**config.mk**
```make
export PLATFORM = sky130hd
export DESIGN_NAME = four_bit_adder_ec
export DESIGN_NICKNAME = d
export VERILOG_FILES = /design/src/rtl/four_bit_adder_ec_pkg.sv /design/src/rtl/four_bit_adder_ec_cla_block4.sv /design/src/rtl/four_bit_adder_ec.sv
export SDC_FILE = /design/constraint.sdc
export NUM_CORES = 1
export LEC_CHECK = 0
export BUFFER_PORTS_ARGS = -buffer_cell sky130_fd_sc_hd__buf_2
export CAP_MARGIN = 15
export CORE_AREA = 2 2 39 41
export DETAILED_ROUTE_END_ITERATION = 10
export DIE_AREA = 0 0 41 43
export GPL_ROUTABILITY_DRIVEN = 0
export GPL_TIMING_DRIVEN = 1
export HOLD_SLACK_MARGIN = 0.06
export SYNTH_ARGS = -nofsm -noshare
export SYNTH_HDL_FRONTEND = slang
export SYNTH_HIERARCHICAL = 1
export SYNTH_SLANG_ARGS = --single-unit
```
**constraint.sdc**
```tcl
create_clock -name clk -period 3.36 [get_ports clk]
set_clock_uncertainty 0.1 [all_clocks]
set_input_delay 0.672 -clock clk [delete_from_list [all_inputs] [get_ports clk]]
set_output_delay 0.672 -clock clk [all_outputs]
set_load 0.05 [all_outputs]
```
**src/rtl/four_bit_adder_ec_pkg.sv**
```systemverilog
// Shared constants and look-ahead helpers for the registered CLA adder.
package four_bit_adder_ec_pkg;

    localparam int unsigned GROUP_W = 4;

    typedef struct packed {
        logic g;
        logic p;
    } grp_gp_t;

    // Group generate/propagate of a 4-bit slice, flat sum-of-products.
    function automatic grp_gp_t cla_group_gp(input logic [3:0] g, input logic [3:0] p);
        grp_gp_t r;
        r.g = g[3] | (p[3] & g[2]) | (p[3] & p[2] & g[1]) | (p[3] & p[2] & p[1] & g[0]);
        r.p = p[3] & p[2] & p[1] & p[0];
        return r;
    endfunction

    // Look-ahead carries {c4, c3, c2, c1}; each term uses only g/p/cin, never a prior carry.
    function automatic logic [3:0] cla_carries(input logic [3:0] g, input logic [3:0] p,
                                               input logic cin);
        logic [3:0] c;
        c[0] = g[0] | (p[0] & cin);
        c[1] = g[1] | (p[1] & g[0]) | (p[1] & p[0] & cin);
        c[2] = g[2] | (p[2] & g[1]) | (p[2] & p[1] & g[0]) | (p[2] & p[1] & p[0] & cin);
        c[3] = g[3] | (p[3] & g[2]) | (p[3] & p[2] & g[1]) | (p[3] & p[2] & p[1] & g[0])
             | (p[3] & p[2] & p[1] & p[0] & cin);
        return c;
    endfunction

endpackage

```
**src/rtl/four_bit_adder_ec_cla_block4.sv**
```systemverilog
// Combinational 4-bit carry-look-ahead slice with group G/P outputs.
module cla_block4
    import four_bit_adder_ec_pkg::*;
(
    input  logic [3:0] a_i,
    input  logic [3:0] b_i,
    input  logic       cin_i,
    output logic [3:0] sum_o,
    output logic       g_o,
    output logic       p_o
);

    logic [3:0] g;
    logic [3:0] p;
    logic [3:0] c;
    grp_gp_t    gp;
    logic       unused_c4;

    // Per-bit g/p, look-ahead carries and sum bits.
    always_comb begin
        g     = a_i & b_i;
        p     = a_i ^ b_i;
        c     = cla_carries(g, p, cin_i);
        sum_o = p ^ {c[2:0], cin_i};
        gp    = cla_group_gp(g, p);
        g_o   = gp.g;
        p_o   = gp.p;
    end

    // The slice carry-out leaves through G/P; the second level rebuilds it.
    assign unused_c4 = c[3];

endmodule

```
**src/rtl/four_bit_adder_ec.sv**
```systemverilog
// Registered carry-look-ahead adder, 1-cycle latency, WIDTH in {4, 8, 16}.
// Optional signed-overflow output enabled by defining FOUR_BIT_ADDER_EC_OVF_EN.
module four_bit_adder_ec
    import four_bit_adder_ec_pkg::*;
#(
    parameter int unsigned WIDTH = 4
) (
    input  logic             clk,
    input  logic             rst_n,
    input  logic             in_valid,
    input  logic [WIDTH-1:0] A,
    input  logic [WIDTH-1:0] B,
    output logic             out_valid,
    output logic [WIDTH:0]   SUM
`ifdef FOUR_BIT_ADDER_EC_OVF_EN
    ,
    output logic             ovf
`endif
);

    localparam int unsigned NumGroups = WIDTH / GROUP_W;

    logic [WIDTH-1:0]     sum_bits;
    logic [NumGroups-1:0] grp_g_raw;
    logic [NumGroups-1:0] grp_p_raw;
    logic [3:0]           grp_g;
    logic [3:0]           grp_p;
    logic [3:0]           lac;
    logic [NumGroups:0]   grp_c;
    logic                 carry_out;
    logic                 unused_lac;

    logic [WIDTH:0] sum_d, sum_q;
    logic           valid_d, valid_q;

    for (genvar k = 0; k < NumGroups; k++) begin : gen_grp
        cla_block4 u_cla (
            .a_i   (A[k*GROUP_W +: GROUP_W]),
            .b_i   (B[k*GROUP_W +: GROUP_W]),
            .cin_i (grp_c[k]),
            .sum_o (sum_bits[k*GROUP_W +: GROUP_W]),
            .g_o   (grp_g_raw[k]),
            .p_o   (grp_p_raw[k])
        );
    end

    // Second-level look-ahead: group carry-ins from padded group G/P, carry-in 0.
    always_comb begin
        grp_g                  = '0;
        grp_p                  = '0;
        grp_g[NumGroups-1:0]   = grp_g_raw;
        grp_p[NumGroups-1:0]   = grp_p_raw;
        lac                    = cla_carries(grp_g, grp_p, 1'b0);
        grp_c                  = '0;
        for (int k = 1; k <= NumGroups; k++) begin
            grp_c[k] = lac[k-1];
        end
        carry_out = grp_c[NumGroups];
    end

    // Carries above the top group are padding only.
    assign unused_lac = ^lac;

    // Capture a new result only when qualified, so idle operands never reach SUM.
    always_comb begin
        sum_d   = sum_q;
        valid_d = in_valid;
        if (in_valid) begin
            sum_d = {carry_out, sum_bits};
        end
    end

    // Output registers with synchronous active-low reset.
    always_ff @(posedge clk) begin
        if (!rst_n) begin
            sum_q   <= '0;
            valid_q <= 1'b0;
        end else begin
            sum_q   <= sum_d;
            valid_q <= valid_d;
        end
    end

    assign SUM       = sum_q;
    assign out_valid = valid_q;

`ifdef FOUR_BIT_ADDER_EC_OVF_EN
    logic ovf_d, ovf_q;
    logic c_msb_in;

    // Carry into the MSB recovered from s = p ^ c; overflow is c_W ^ c_(W-1).
    always_comb begin
        c_msb_in = sum_bits[WIDTH-1] ^ A[WIDTH-1] ^ B[WIDTH-1];
        ovf_d    = ovf_q;
        if (in_valid) begin
            ovf_d = carry_out ^ c_msb_in;
        end
    end

    // Overflow flag registered alongside SUM.
    always_ff @(posedge clk) begin
        if (!rst_n) begin
            ovf_q <= 1'b0;
        end else begin
            ovf_q <= ovf_d;
        end
    end

    assign ovf = ovf_q;
`endif

endmodule

```
; After elaboration in Yosys (flattened, before gate mapping)
; Index checks and enable logic that the tools add are counted.
[op_classes]
n_eq_ne = 0
add_sub_neg = 0
muxes = 0
n_lt_le_gt_ge = 0
n_bitwise = 18
n_mul = 0
shifts = 0
reduce_logical = 0
div_mod_pow = 0
[op_table]
columns = op, n
row1 = $and A1 B1 Y1, 9
row2 = $xor A4 B4 Y4, 2
row3 = $or A1 B1 Y1, 6
row4 = $and A4 B4 Y4, 1
[word_totals]
mem_count = 0
word_cells = 20
mem_bits_rw = 0
regBits = 6
output_inout_bits = 6
latch_bits = 0
rom_bits = 0

; Depth between registers and ports, before layout
[depth]
word_depth = 5
depth_mapped = 6
ltp_nobuf = 6

; Cells and area by module
; Netlist, hierarchy kept.
[by_module_without_submodules]
columns = module, area_per_inst_um2, cells_per_inst, seq_area_each_um2, instances
row1 = four_bit_adder_ec, 224.0, 19, 120.1, 1
row2 = cla_block4, 170.2, 21, 0.0, 1

; Worst setup path before layout
; Ideal clock, no wire load.
[synth_path]
path_type = input -> register
start = input port A[2]
end = register sum_q[3], in the netlist SUM[3]
setup_slack_ns = 1.544
setup_ns = 0.117
path_stages = 6
arrival_time_ns = 1.599
path_cell_list = ha_1 a21oi_1 nand3_1 xor2_1 mux2i_1 nor2b_1
[synth_between]
elab_chain_len = 5
elab_cells_between_ends = 8
classes_between = 8 x bitwise
[synth_rtl]
columns = element, line
row1 = "start, declared", four_bit_adder_ec.sv:11  ; input logic [WIDTH-1:0] A,
row2 = $xor A4 B4 Y4, four_bit_adder_ec_cla_block4.sv:22  ; p = a_i ^ b_i;
row3 = $and A1 B1 Y1, four_bit_adder_ec_pkg.sv:25  ; c[2] = g[2] | (p[2] & g[1]) | (p[2] & p[1] & g[0]) | (p[2] & p[1] & p[0] & cin);
row4 = $or A1 B1 Y1 or $and A1 B1 Y1 (tied branches), four_bit_adder_ec_pkg.sv:25
row5 = $or A1 B1 Y1 (*), four_bit_adder_ec_pkg.sv:25
row6 = $xor A4 B4 Y4 (*), four_bit_adder_ec_cla_block4.sv:24  ; sum_o = p ^ {c[2:0], cin_i};
row7 = named net sum_bits[3], four_bit_adder_ec.sv:23  ; logic [WIDTH-1:0] sum_bits;
row8 = "end signal, assigned", four_bit_adder_ec.sv:79  ; sum_q <= sum_d;
row9 = "end, declared", four_bit_adder_ec.sv:33  ; logic [WIDTH:0] sum_d, sum_q;
; The timed path passes the listed nets; every way through them passes the cells marked *.
; A chain may end at the register's enable or synchronous reset.

; Final worst setup path
; Ends and elaborated chain as after synthesis.

==> flow_summary.json <==
{
  "p_comb_share_pct": 33.8,
  "hpwl_um": 535.7,
  "busiest_layer": "met2",
  "port_buffers": 16,
  "firstDrtPassIters": 2,
  "fin_crit_sh_pct": 51.31,
  "path_class": "input pin to register",
  "power_uw": 220.9,
  "cts_tree": "yes",
  "antenna_found_initial": 0,
  "post_cts_buffers": 0,
  "cp_max_fo": 4,
  "max_cap_viol_count": 0,
  "numCtsBuffers": 3,
  "internal_power_uw": 146.9,
  "slew_violations": 0,
  "ys.warnings.count": 6,
  "cp-end-kind": "register",
  "cellPowerDensity_nw_per_um2": 439.1,
  "clk_pin_slew_ns": 0.04,
  "area_growth_pct": 30.94,
  "ctsHoldBuffers": 0,
  "h-tree-depth": 1,
  "avgViaCountPerCell": 4.067,
  "clk_latency_ns": 0.24,
  "crit_arrival_ns": 1.76,
  "io_pins": 17,
  "use_met1_pct": 10.39,
  "placementRows": 14,
  "rsz0062_at_grt": "false",
  "fmax_mhz": 580.0,
  "grt_use_met2_pct": 11.88,
  "syn_inst": 39,
  "core_area_um2": 1384,
  "dp_slack_ns": 1.372,
  "status": "complete, no violations",
  "cts_resized": 0,
  "fp.dieW_um": 41,
  "p_sw_uw": 73.93,
  "startpoint_type": "input pin",
  "critPathRequiredTime_ns": 3.39,
  "synth.avg_cell_area_um2": 9.849,
  "grt_pass1_vias": 277,
  "vias": 305,
  "hold_viol_final": 0,
  "layout.cells.most_common": "buf_2",
  "clkPwrFrac_pct": 29.5,
  "p_leak_uw": 0.0002761,
  "fillCellCount": 144,
  "syn_area_um2": 384.1,
  "fin_tns_setup_ns": 0,
  "clock_sinks": 6,
  "grt_use_met3_pct": 6.806,
  "die_h_um": 43,
  "clk_path_buf_depth": 2,
  "peakVddDrop_uv": 186.9,
  "drt_iter0_markers": 3,
  "diodes": 0,
  "min_path_cells": 2,
  "globalRouteOverflowTotal": 0,
  "setup_viol_count_final": 0,
  "routedWlPerCell_um": 8.613,
  "grt_max_degree": 7,
  "nets": 77,
  "ctsRootBufferMaster": "clkbuf_4",
  "switching_share_pct": 33.47,
  "drc": 0,
  "grt.total_usage_pct": 8.963,
  "initial_core_util_pct": 27.76,
  "most-common-layout-cells": "buf_2 (16), dfxtp_1 (6), mux2i_1 (5), nor2b_1 (5)",
  "min_period_ns": 1.724,
  "grt_pass1_wl_um": 1021,
  "routed_wl_um": 646,
  "drive_gt1_share_pct": 35.59,
  "dieArea_um2": 1763,
  "setup_slack_ns": 1.636,
  "r2r_cells": 2,
  "seqPwrFrac_pct": 36.7,
  "ant_nets": 0,
  "hp-class": "register to register"
}
[final timing paths]
| path | start | endpoint | slack [ns] |
|---|---|---|---|
| setup / recovery | A[2] | SUM[3] | 1.64 |
| hold / removal | SUM[0] | SUM[0] | 0.41 |
| setup reg to reg | SUM[4] | SUM[4] | 2.67 |
| hold reg to reg | SUM[0] | SUM[0] | 0.41 |
[stage by stage]
stage | hold WS (ns) | utilization [%] | instance area (um^2) | std cells
floorplan | 0.6429 | - | 391.6 | 41
global placement | 0.3947 | 34.72 | 480.5 | 72
detailed placement | 0.3997 | 34.72 | 480.5 | 72
CTS | 0.4141 | 36.35 | 503.0 | 75
global route | 0.4383 | 36.35 | 503.0 | 75
finish | 0.4082 | 36.35 | 503.0 | 75
[power by group through the flow]
stage	sequential [uW]	combinational [uW]	clock, uW
3_5_place_dp	82.3	75.6	0
4_1_cts	81.1	75.9	69.1
3_3_place_gp	82.3	74.8	0
6_report	81.1	74.6	65.2
5_1_grt	81.9	82.1	73.4
2_1_floorplan	106	35.1	0
[sequential cells by signal, indices dropped and copies added (netlist names)]
name       flops
SUM            5
out_valid      1
[layout make-up]
type | instances | area, um^2 | share of cell area [%]
clock buffer | 3 | 22.52 | 4.478
multi-input combinational | 30 | 245.2 | 48.76
sequential | 6 | 120.1 | 23.88
tap | 16 | 20.02 | 3.980
inverter | 4 | 15.01 | 2.985
timing repair buffer | 16 | 80.08 | 15.92
[worst max-delay path, cell delays in order]
cell and delay [ns]:
buf_2 0.10, ha_1 0.34, a21oi_1 0.21, nand3_1 0.11, xor2_1 0.15, mux2i_1 0.12
nor2b_1 0.05
[per-layer routing]
layer  wire length, um  share of wire [%]
met4                 0                  0
met3                57                8.8
met5                 0                  0
met1               302                 47
met2               286                 44
No activity file was read; power rests on OpenSTA's default activity.
